## src/rtl/miniled_serial_rx.sv

```systemverilog
// rtl/miniled_serial_rx.sv - oversampling receiver for the MiniLED driver's DCLK/SDI/LE serial output
// Optional row-scan decode is built when MINILED_RX_SCAN_DECODE_EN is defined.
module miniled_serial_rx #(
  parameter int WORD_BITS     = 16,
  parameter int NUM_LEDS      = 384,
  parameter int VSYNC_LE_CLKS = 3,
  parameter int SYNC_STAGES   = 2
) (
  input  logic                 I_clk,
  input  logic                 I_rst_n,
  input  logic                 DCLK,
  input  logic                 SDI,
  input  logic                 LE,
  input  logic                 scan1,
  input  logic                 scan2,
  input  logic                 scan3,
  input  logic                 scan4,
  output logic [WORD_BITS-1:0] rx_data,
  output logic [8:0]           rx_index,
  output logic                 rx_valid,
  output logic                 rx_frame,
  output logic                 len_err,
  output logic                 ovf_err,
  output logic [1:0]           rx_scan,
  output logic                 scan_err
);

  localparam logic [4:0] WORD_CNT = 5'(WORD_BITS);
  localparam logic [8:0] LAST_IDX = 9'(NUM_LEDS - 1);

  logic [SYNC_STAGES-1:0] dclk_sync, sdi_sync, le_sync;
  logic                   dclk_d, le_d;
  logic                   dclk_s, sdi_s, le_s;
  logic                   dclk_rise, le_rise, le_fall;

  logic [WORD_BITS-1:0] shift, shift_n;
  logic [4:0]           bit_cnt, bit_cnt_n;
  logic [2:0]           le_clks, le_clks_n;
  logic [8:0]           idx;
  logic                 win_open;
  logic                 do_data, do_frame;

  assign dclk_s    = dclk_sync[SYNC_STAGES-1];
  assign sdi_s     = sdi_sync[SYNC_STAGES-1];
  assign le_s      = le_sync[SYNC_STAGES-1];
  assign dclk_rise = dclk_s & ~dclk_d;
  assign le_rise   = le_s & ~le_d;
  assign le_fall   = ~le_s & le_d;

  // LE chain resets high so an LE already high at reset release never looks like a rise.
  always_ff @(posedge I_clk or negedge I_rst_n) begin
    if (!I_rst_n) begin
      dclk_sync <= '0;
      sdi_sync  <= '0;
      le_sync   <= '1;
      dclk_d    <= 1'b0;
      le_d      <= 1'b1;
    end else begin
      dclk_sync <= {dclk_sync[SYNC_STAGES-2:0], DCLK};
      sdi_sync  <= {sdi_sync[SYNC_STAGES-2:0], SDI};
      le_sync   <= {le_sync[SYNC_STAGES-2:0], LE};
      dclk_d    <= dclk_s;
      le_d      <= le_s;
    end
  end

  // A DCLK edge coinciding with the LE fall is folded in before classification.
  always_comb begin
    shift_n   = shift;
    bit_cnt_n = bit_cnt;
    le_clks_n = le_clks;
    if (dclk_rise) begin
      shift_n = {shift[WORD_BITS-2:0], sdi_s};
      if (bit_cnt != 5'd31) bit_cnt_n = bit_cnt + 5'd1;
      if (le_d && le_clks != 3'd7) le_clks_n = le_clks + 3'd1;
    end
    if (le_rise) le_clks_n = 3'd0;
    do_data  = le_fall && win_open && (le_clks_n == 3'd1);
    do_frame = le_fall && win_open && (int'(le_clks_n) >= VSYNC_LE_CLKS);
  end

  always_ff @(posedge I_clk or negedge I_rst_n) begin
    if (!I_rst_n) begin
      shift    <= '0;
      bit_cnt  <= '0;
      le_clks  <= '0;
      idx      <= '0;
      win_open <= 1'b0;
      rx_data  <= '0;
      rx_index <= '0;
      rx_valid <= 1'b0;
      rx_frame <= 1'b0;
      len_err  <= 1'b0;
      ovf_err  <= 1'b0;
    end else begin
      rx_valid <= 1'b0;
      rx_frame <= 1'b0;
      len_err  <= 1'b0;
      shift    <= shift_n;
      bit_cnt  <= bit_cnt_n;
      le_clks  <= le_clks_n;
      if (le_rise) win_open <= 1'b1;
      if (le_fall) begin
        win_open <= 1'b0;
        bit_cnt  <= '0;
        le_clks  <= '0;
      end
      if (do_data) begin
        rx_data  <= shift_n;
        rx_index <= idx;
        rx_valid <= 1'b1;
        len_err  <= (bit_cnt_n != WORD_CNT);
        if (idx == LAST_IDX) begin
          idx     <= '0;
          ovf_err <= 1'b1;
        end else begin
          idx <= idx + 9'd1;
        end
      end
      if (do_frame) begin
        rx_frame <= 1'b1;
        idx      <= '0;
        ovf_err  <= 1'b0;
      end
    end
  end

`ifdef MINILED_RX_SCAN_DECODE_EN
  logic [3:0] scan_pipe [SYNC_STAGES];
  logic [3:0] scan_s, scan_prev;
  logic [1:0] scan_code;
  logic       scan_onehot;

  assign scan_s      = scan_pipe[SYNC_STAGES-1];
  assign scan_onehot = (scan_s != 4'd0) && ((scan_s & (scan_s - 4'd1)) == 4'd0);

  always_comb begin
    scan_code = 2'd0;
    case (scan_s)
      4'b0010: scan_code = 2'd1;
      4'b0100: scan_code = 2'd2;
      4'b1000: scan_code = 2'd3;
      default: scan_code = 2'd0;
    endcase
  end

  always_ff @(posedge I_clk or negedge I_rst_n) begin
    if (!I_rst_n) begin
      for (int i = 0; i < SYNC_STAGES; i++) scan_pipe[i] <= '0;
      scan_prev <= '0;
      rx_scan   <= '0;
      scan_err  <= 1'b0;
    end else begin
      scan_pipe[0] <= {scan4, scan3, scan2, scan1};
      for (int i = 1; i < SYNC_STAGES; i++) scan_pipe[i] <= scan_pipe[i-1];
      scan_prev <= scan_s;
      if (scan_onehot) rx_scan <= scan_code;
      scan_err <= (scan_s != scan_prev) && !scan_onehot;
    end
  end
`else
  logic unused_scan;
  assign unused_scan = ^{scan1, scan2, scan3, scan4};
  assign rx_scan     = 2'd0;
  assign scan_err    = 1'b0;
`endif

endmodule

```

## config.mk

```make
export PLATFORM = sky130hd
export DESIGN_NAME = miniled_serial_rx
export DESIGN_NICKNAME = d
export VERILOG_FILES = /design/src/rtl/miniled_serial_rx.sv
export SDC_FILE = /design/constraint.sdc
export NUM_CORES = 1
export LEC_CHECK = 0
export BUFFER_PORTS_ARGS = -buffer_cell sky130_fd_sc_hd__buf_2
export CAP_MARGIN = 20
export CORE_ASPECT_RATIO = 0.6
export CORE_MARGIN = 3
export CORE_UTILIZATION = 42
export CTS_CLUSTER_SIZE = 30
export DETAILED_ROUTE_END_ITERATION = 8
export MAX_ROUTING_LAYER = met4
export PLACE_DENSITY = 0.65
export SLEW_MARGIN = 20
export SYNTH_ARGS = -nofsm -noshare
export SYNTH_HDL_FRONTEND = slang
export SYNTH_SLANG_ARGS = --single-unit
export TNS_END_PERCENT = 30
```

## constraint.sdc

```tcl
create_clock -name I_clk -period 3.1 [get_ports I_clk]
set_input_delay 0.31 -clock I_clk [delete_from_list [all_inputs] [get_ports I_clk]]
set_output_delay 0.31 -clock I_clk [all_outputs]
set_load 0.02 [all_outputs]
```

# Word-level counts from Yosys, hierarchy flattened
# Cells that the tools add are included.
# W data, S select, Z words.
# word_totals
reg_bits,71
latch_bits,0
mem_bits_rw,0
mem_bits_ro,0
in_bits,9
output_inout_bits,32
elab_cells,58
mem_count,0
# classes
add_sub_neg,3
mul,0
n_div,0
magnitude_cmp,1
eq_ne,5
shifts,0
mux,19
n_bitwise,6
n_reduce_logical,8
# ops
cell,n
$mux W9,3
$mux W16,1
$mux W5,3
$mux W3,4
$ne A5 B5 Y1 const B,2
$add A9 B1 Y9 const B,1
$eq A9 B9 Y1 const B,1
$mux W1,8
$reduce_bool A2 Y1,3
$add A5 B1 Y5 const B,1
$logic_and A1 B1 Y1,4
$add A3 B1 Y3 const B,1
$and A1 B1 Y1,3
$eq A3 B1 Y1 const B,1
$ge A3 B2 Y1 const B,1
$ne A3 B3 Y1 const B,1
$not A1 Y1,3
$reduce_and A2 Y1,1

# Longest topological paths before layout
# Gate-level depths: netlist of run 1.
# depth
word_depth,9
ltp_mapped,10
depth_no_buf,8

# Worst setup path after synthesis of run 1
# Ideal clock, no wire load.
# synth_path
path_type,register to register
startpoint,register le_clks[0]
endpoint,register rx_data[10]
setup_time_ns,0.125
t_arrival_ns,2.552
required_time_ns,2.975
path_slack_ns,0.424
path_stages_with_launch,10
n_path_buf,2
period_less_slack_ns,2.676
cell_sequence,dfrtp_1 > ha_1 > ha_1 > and4bb_1 > buf_6 > mux2_4 > or4_4 > inv_2 > buf_4 > mux2_2
# synth_between
elab_chain_cells,7
elab_cells_between_ends,8
classes_between,add/sub (1); eq/ne (2); mux (3); reduce/logical (2)
# synth_rtl
item,line_no,text
start: declaration,38,"logic [2:0] le_clks, le_clks_n;"
start signal: assignment,101,le_clks <= le_clks_n;
"parallel branches: the longest is 3 deep, another holds $add A3 B1 Y3",n/a,
$mux W3 (*),72,if (dclk_rise) begin
$mux W3 (*),77,if (le_rise) le_clks_n = 3'd0;
$eq A3 B1 Y1 (*),78,do_data = le_fall && win_open && (le_clks_n == 3'd1);
$logic_and A1 B1 Y1 (*),78,
end signal: assignment,109,rx_data <= shift_n;
end: declaration,18,"output logic [WORD_BITS-1:0] rx_data,"
# Every way passes the cells marked *.
# A chain may end at the register's enable or synchronous reset.

# Worst setup path after layout of run 1
# layout_path
startpoint,register le_clks[0]
endpoint,register rx_data[4]
# Same word-level chain as after synthesis.

==> results of run 1 <==
[sequential cells by signal, indices dropped and copies added (netlist names), 2 cells and up]
name	count
dclk_sync	2
idx	9
rx_data	16
bit_cnt	5
le_sync	2
shift	16
sdi_sync	2
rx_index	9
le_clks	3
[cell families (layout without fill, tap and decap cells)]
logic type,Yosys count,after routing,share of synthesized area [%]
buffers and inverters,22,67,3.65
muxes,39,39,14.8
and+or+nand+nor,71,71,11.7
DFF,71,71,60.5
adders and majority gates,6,6,2.55
other,1,3,0.127
AOI/OAI and AO/OA,29,29,6.16
xor gates and xnor gates,2,2,0.595
[cell usage in the layout, fill, tap and decap left out, types with 3 or more instances in the layout]
master / n
nor3_1: 4
ha_1: 6
mux2i_1: 6
dfrtp_1: 68
a21oi_1: 11
clkbuf_16: 9
o21ai_0: 6
conb_1: 3
buf_4: 8
inv_1: 8
dfstp_2: 3
nand4_1: 3
nand2_1: 36
buf_2: 33
nor2_1: 9
nand3_1: 3
mux2_2: 32
[per-stage QoR]
step	utilization (%)	cell area, um2	hold WS (ns)	instances
final	54.7	3520	0.0436	372
after floorplan	-	2950	0.0144	243
after CTS	54.7	3520	0.0561	372
after detailed placement	50.1	3230	0.337	356
after global routing	54.7	3520	0.0569	372
after global placement	50.1	3230	0.334	356
[path summary, 6_finish.rpt]
| check | start | to | slack, ns | depth (start not counted) |
|---|---|---|---|---|
| min | I_rst_n | len_err$_DFF_PN0_ | 0.04 | 1 |
| max | le_clks[0]$_DFF_PN0_ | rx_data[4]$_DFFE_PN0P_ | 0.19 | 8 |
| max in group asynchronous | I_rst_n | sdi_sync[0]$_DFF_PN0_ | 2.25 | 2 |
| min in group I_clk | LE | le_sync[0]$_DFF_PN1_ | 0.07 | 1 |
| min reg2reg | sdi_sync[0]$_DFF_PN0_ | sdi_sync[1]$_DFF_PN0_ | 0.35 | 0 |
| max reg2reg | le_clks[0]$_DFF_PN0_ | rx_data[4]$_DFFE_PN0P_ | 0.19 | 8 |
[area by class of cell]
type                       instances  area share (%)
tap                               84            2.99
sequential                        71            50.6
clock buffer                      11            6.61
inverter                           9           0.959
timing repair buffer              42            6.97
multi-input combinational        150            30.2
clock inverter                     5            1.67
[worst reg2reg max path, stage by stage, from the launching register on]
cell and delay [ns]:
dfrtp_1 0.44, ha_1 0.23, ha_1 0.16, and4bb_1 0.42
mux2_4 0.35, or4_4 0.52, inv_2 0.11, buf_12 0.18
mux2_2 0.37
[layer usage]
| metal | global-route usage [%] | up-vias | part of all wire, % |
|---|---|---|---|
| met1 | 19.6 | 912 | 50 |
| met3 | 6.84 | 8 | 5.4 |
| met4 | 5.14 | 0 | 0.91 |
| met5 | - | - | 0 |
| li1 | - | 920 | - |
| met2 | 22.2 | 34 | 43 |
[power groups by stage]
stage          clock (mW)  combinational (mW)  sequential, mW
2_1_floorplan           0               0.246            1.32
4_1_cts              1.03               0.503            1.24
3_5_place_dp            0               0.499            1.25
6_report            0.998               0.493            1.23
3_3_place_gp            0               0.491            1.24
5_1_grt              1.07               0.548            1.26
==> out/metrics.csv, run 1 <==
stage;metric;value;unit
timing;Slew Viols, Final;0;
yosys;post-synth top area share;57.8;%
die;Initial Util;45.7;%
routing;Routed Antenna Nets;0;
cts;clock sinks;71;
yosys;ys flop type;dfrtp_1;
cts;Num CTS Buffers;9;
routing;DRC Markers;0;
pwr;combinational share of power;18.1;%
pwr;Design Power;2.72;mW
timing;Worst Skew;0.00662;ns
routing;wire per inst;14.2;um
global_routing;gr usage total;15.5;%
yosys;top cells by count, synth;68 x dfrtp_1, 36 x nand2_1, 32 x mux2_2;
cts;cts repair resizes;0;
pwr;internal power;1.97;mW
timing;crit path time final;2.91;ns
routing;drt first-iter violations;90;
die;total core area;6440;um2
cells_and_area;share of cells above drive strength 1;33.0;%
yosys;Seq/Total Area, Yosys;60.5;%
yosys;number of synthesized flops with an enable pin;0;
setup_path;CP peak stage delay;0.52;ns
die;Die Ht;70.9;um
yosys;Ys Warns;0;
cells_and_area;area grow syn2layout;19.5;%
timing;final worst-path cycle share;93.8;%
routing;via count;1874;
setup_path;sum of buffers and inverters on the critical path;2;
timing;Slew headroom;50.5;%
pwr;Lkg Pwr;1.75;nW
cells_and_area;# diodes;0;
timing;Worst-Margin Slew;0.742;ns
placement;DP HPWL;3640;um
routing;Via density;5.04;
pwr;Power Density;774;nW/um2
routing;final WL;5300;um
setup_path;kind of end point of the critical path;register;
die;Die Wd;114;um
global_routing;Overflow after GRT;0;
setup_path;Crit Path Class;register to register;
cts;Post-CTS Hold Buffers;0;
outcome;outcome;finished clean;
die;die area;8090;um2
yosys;synthesized area per cell;12.2;um2
die;site row count;22;
cells_and_area;Nets;298;
cells_and_area;Register Area;1780;um2
pwr;Clock Power Share;36.6;%
timing;Max Fclk;344;MHz
yosys;ys async rst share;100;%
yosys;main area contributors after synthesis;dfrtp_1 58%, mux2_2 12%, nand2_1 4.6%, dfstp_2 2.7%, ha_1 2.5%;
yosys;top cell type by total area after synthesis;dfrtp_1;
cts;Post-CTS Setup Inserts;0;
yosys;post-synth cell types;44;
timing;endpoints failing hold;0;
yosys;register bit total from synthesis;71;
timing;RSZ-0062 raised after global routing;false;
global_routing;pin count of the biggest net entering global routing;35;
setup_path;Setup crit start kind;register;
setup_path;Worst EP required;3.31;ns
yosys;Synth Instances;241;
global_routing;initial antenna violation count;0;
yosys;count leader, synth;dfrtp_1;
placement;Buffers on Ports;33;
cells_and_area;multi-input logic area;1060;um2
cts;CTS Root Cell;clkbuf_16;
pwr;Switching Fraction;27.7;%
timing;PnR worst setup slack;0.193;ns
min_path;worst min path class;input port to async pin;
cts;CTS tree;yes;
setup_path;cell family with most CP delay;simple AND/OR/NAND/NOR gates;
cells_and_area;fillers;575;
timing;post-route setup TNS;0;ns
routing;first-pass detailed-route iteration total;4;
cts;H-Tree Depth;3;
pwr;Sw Pwr;0.754;mW
timing;setup violators final;0;
setup_path;worst path cell trace;ha_1, ha_1, and4bb_1, mux2_4, or4_4, inv_2, buf_12, mux2_2;
pwr;Seq pwr share;45.3;%
placement;pre-CTS setup slack;0.200;ns
cts;worst-case clock buffer depth;2;
setup_path;most used cell along the critical path;ha_1;
setup_path;crit path DAT;3.12;ns
setup_path;CP max stage cell;or4_4;
setup_path;Crit Path Max Fanout;28;
die;Boundary Pins;41;
yosys;Cell Area, Synth;2950;um2
pwr;Max VDD drop;0.534;mV
placement;Placer Congestion;0.777;
flow_run;Max Cap Viol;0;
cts;clk slew on worst S/H paths;0.05;ns
cts;Worst-Skew Late Latency;0.33;ns
global_routing;first-pass GRT wire length;9340;um
global_routing;vias in the first global route;1948;
Note: power is estimated with default switching activity, not from simulation.
==> run 2: changes to the inputs <==
clock period = 2.94 ns   (was 3.1 ns; I/O delays follow)
==> out/metrics.csv, run 2 (synthesized netlist as in run 1, its figures left out) <==
stage;metric;value;unit;change
outcome;outcome;finished clean;;
timing;Worst-Margin Slew;0.790;ns;+0.0483 ns
routing;first-pass detailed-route iteration total;4;;unchanged
cells_and_area;Final Util;54.9;%;+0.23 points
die;site row count;22;;unchanged
cells_and_area;share of cells above drive strength 1;34.2;%;+1.3 points
cells_and_area;# diodes;0;;unchanged
routing;final WL;5260;um;-0.81%
timing;RSZ-0062 raised after global routing;false;;
die;Die Ht;70.9;um;unchanged
setup_path;kind of end point of the critical path;register;;
routing;drt first-iter violations;99;;+10%
setup_path;RR Endpoint;idx[8]$_DFFE_PN0P_;;
flow_run;Max Cap Viol;0;;unchanged
timing;Slew Viols, Final;0;;unchanged
die;die area;8090;um2;unchanged
global_routing;gr usage total;14.9;%;-0.53 points
timing;Slew headroom;47.3;%;-3.2 points
routing;via count;1867;;-0.37%
pwr;Lkg Pwr;1.76;nW;+0.97%
cts;Post-CTS Setup Inserts;0;;unchanged
cts;Post-CTS Hold Buffers;0;;unchanged
timing;Max Fclk;361;MHz;+4.8%
die;Initial Util;45.7;%;unchanged
cells_and_area;most common cell after layout, fill and taps aside;dfrtp_1;;
routing;wire per inst;14.0;um;-1.9%
placement;Placer Congestion;0.811;;+4.3%
die;Die Wd;114;um;unchanged
cts;clk slew on worst S/H paths;0.05;ns;about the same
setup_path;Setup crit start kind;register;;
die;Boundary Pins;41;;unchanged
cells_and_area;fillers;568;;-1.2%
timing;final worst-path cycle share;94.3;%;+0.56 points
cts;H-Tree Depth;3;;unchanged
global_routing;first-pass GRT wire length;9060;um;-3.0%
timing;post-route setup TNS;0;ns;unchanged
placement;DP HPWL;3630;um;-0.19%
pwr;Max VDD drop;0.564;mV;+5.7%
setup_path;Worst EP required;3.20;ns;-0.11 ns
timing;setup violators final;0;;unchanged
timing;crit path time final;2.77;ns;-0.134 ns
cells_and_area;most frequent cells in the layout;68 x dfrtp_1, 36 x nand2_1, 33 x buf_2;;
routing;Via density;4.97;;-1.4%
setup_path;r2r setup slk;0.17;ns;-0.03 ns
cts;worst-case clock buffer depth;2;;unchanged
global_routing;Overflow after GRT;0;;unchanged
die;total core area;6440;um2;unchanged
cts;CTS Root Cell;clkbuf_16;;
placement;Inst Count DP;360;;+1.1%
cells_and_area;Nets;302;;+1.3%
pwr;Design Power;2.81;mW;+3.0%
cts;Num CTS Buffers;9;;unchanged
routing;DRC Markers;0;;unchanged
global_routing;initial antenna violation count;0;;unchanged
cts;cts repair resizes;0;;unchanged
global_routing;pin count of the biggest net entering global routing;37;;+5.7%
cells_and_area;final cell count without fillers;376;;+1.1%
placement;Buffers on Ports;33;;unchanged
cells_and_area;area grow syn2layout;20.1;%;
cts;clock sinks;71;;unchanged
cts;Worst-Skew Late Latency;0.33;ns;about the same
min_path;worst min path class;input port to async pin;;
setup_path;Crit Path Class;register to register;;
timing;Worst Skew;0.00513;ns;-0.00149 ns
setup_path;Crit Path Max Fanout;10;;-64%
cts;CTS tree;yes;;
pwr;Power Density;793;nW/um2;+2.6%
global_routing;vias in the first global route;1844;;-5.3%
cells_and_area;biggest regs;rx_data x16, shift x16;;
routing;Routed Antenna Nets;0;;unchanged
timing;endpoints failing hold;0;;unchanged
setup_path;Crit Reg-Reg Startpoint;le_clks[1]$_DFF_PN0_;;
setup_path;crit path DAT;3.03;ns;-0.09 ns
setup_path;r2r worst-path depth;7;;-1
run 2: cell types whose count changed in the layout (fill, tap and decap cells not counted), sizes merged:
cell,delta
bufinv,-1
buf,+4
clkinv,+1
run 2: how the worst max path moves through the flow:
| stage | endpoint | slack (ns) | cells past startpoint | startpoint |
|---|---|---|---|---|
| after floorplan | rx_data[10]$_DFFE_PN0P_ | 0.26 | 9 | le_clks[0]$_DFF_PN0_ |
| after global placement | idx[8]$_DFFE_PN0P_ | 0.20 | 7 | le_clks[1]$_DFF_PN0_ |
| after detailed placement | idx[8]$_DFFE_PN0P_ | 0.18 | 7 | le_clks[1]$_DFF_PN0_ |
| after CTS | idx[8]$_DFFE_PN0P_ | 0.17 | 7 | le_clks[1]$_DFF_PN0_ |
| after global routing | rx_data[1]$_DFFE_PN0P_ | 0.08 | 8 | le_clks[1]$_DFF_PN0_ |
| final | idx[8]$_DFFE_PN0P_ | 0.17 | 7 | le_clks[1]$_DFF_PN0_ |
run 2: power breakdown:
group	switching, mW	leakage [nW]	internal [mW]
clock	0.393	0.132	0.591
sequential	0.109	0.925	1.18
combinational	0.287	0.706	0.241
run 2: per-layer routing:
metal / vias to the layer above / global-route usage (%) / share of wire (%)
met5: - / - / 0
li1: 932 / - / -
met1: 889 / 20.9 / 53
met4: 0 / 5.14 / 1.0
met2: 40 / 19.5 / 41
met3: 6 / 5.90 / 5.4
run 2: critical path, stage by stage, from the launching register on:
cell and delay, ns:
dfrtp_1 0.40, ha_1 0.21, ha_1 0.18, and4bb_1 0.39, mux2_4 0.34, or4_4 0.50
or4_1 0.54, a21oi_1 0.15
run 2: final cells by class:
type	count	area (um2)	area share, %
inverter	9	33.8	0.955
clock inverter	5	33.8	0.955
sequential	71	1780	50.4
clock buffer	11	243	6.86
multi-input combinational	150	1060	30.1
timing repair buffer	46	275	7.78
tap	84	105	2.97
run 2: metrics by stage:
step	instance area (um2)	setup WS [ns]	hold slack, ns
CTS	3540	0.174	0.0491
finish	3540	0.167	0.0485
global route	3540	0.0847	0.0488
detailed placement	3260	0.176	0.338
floorplan	2950	0.264	-0.00159
global placement	3260	0.199	0.332
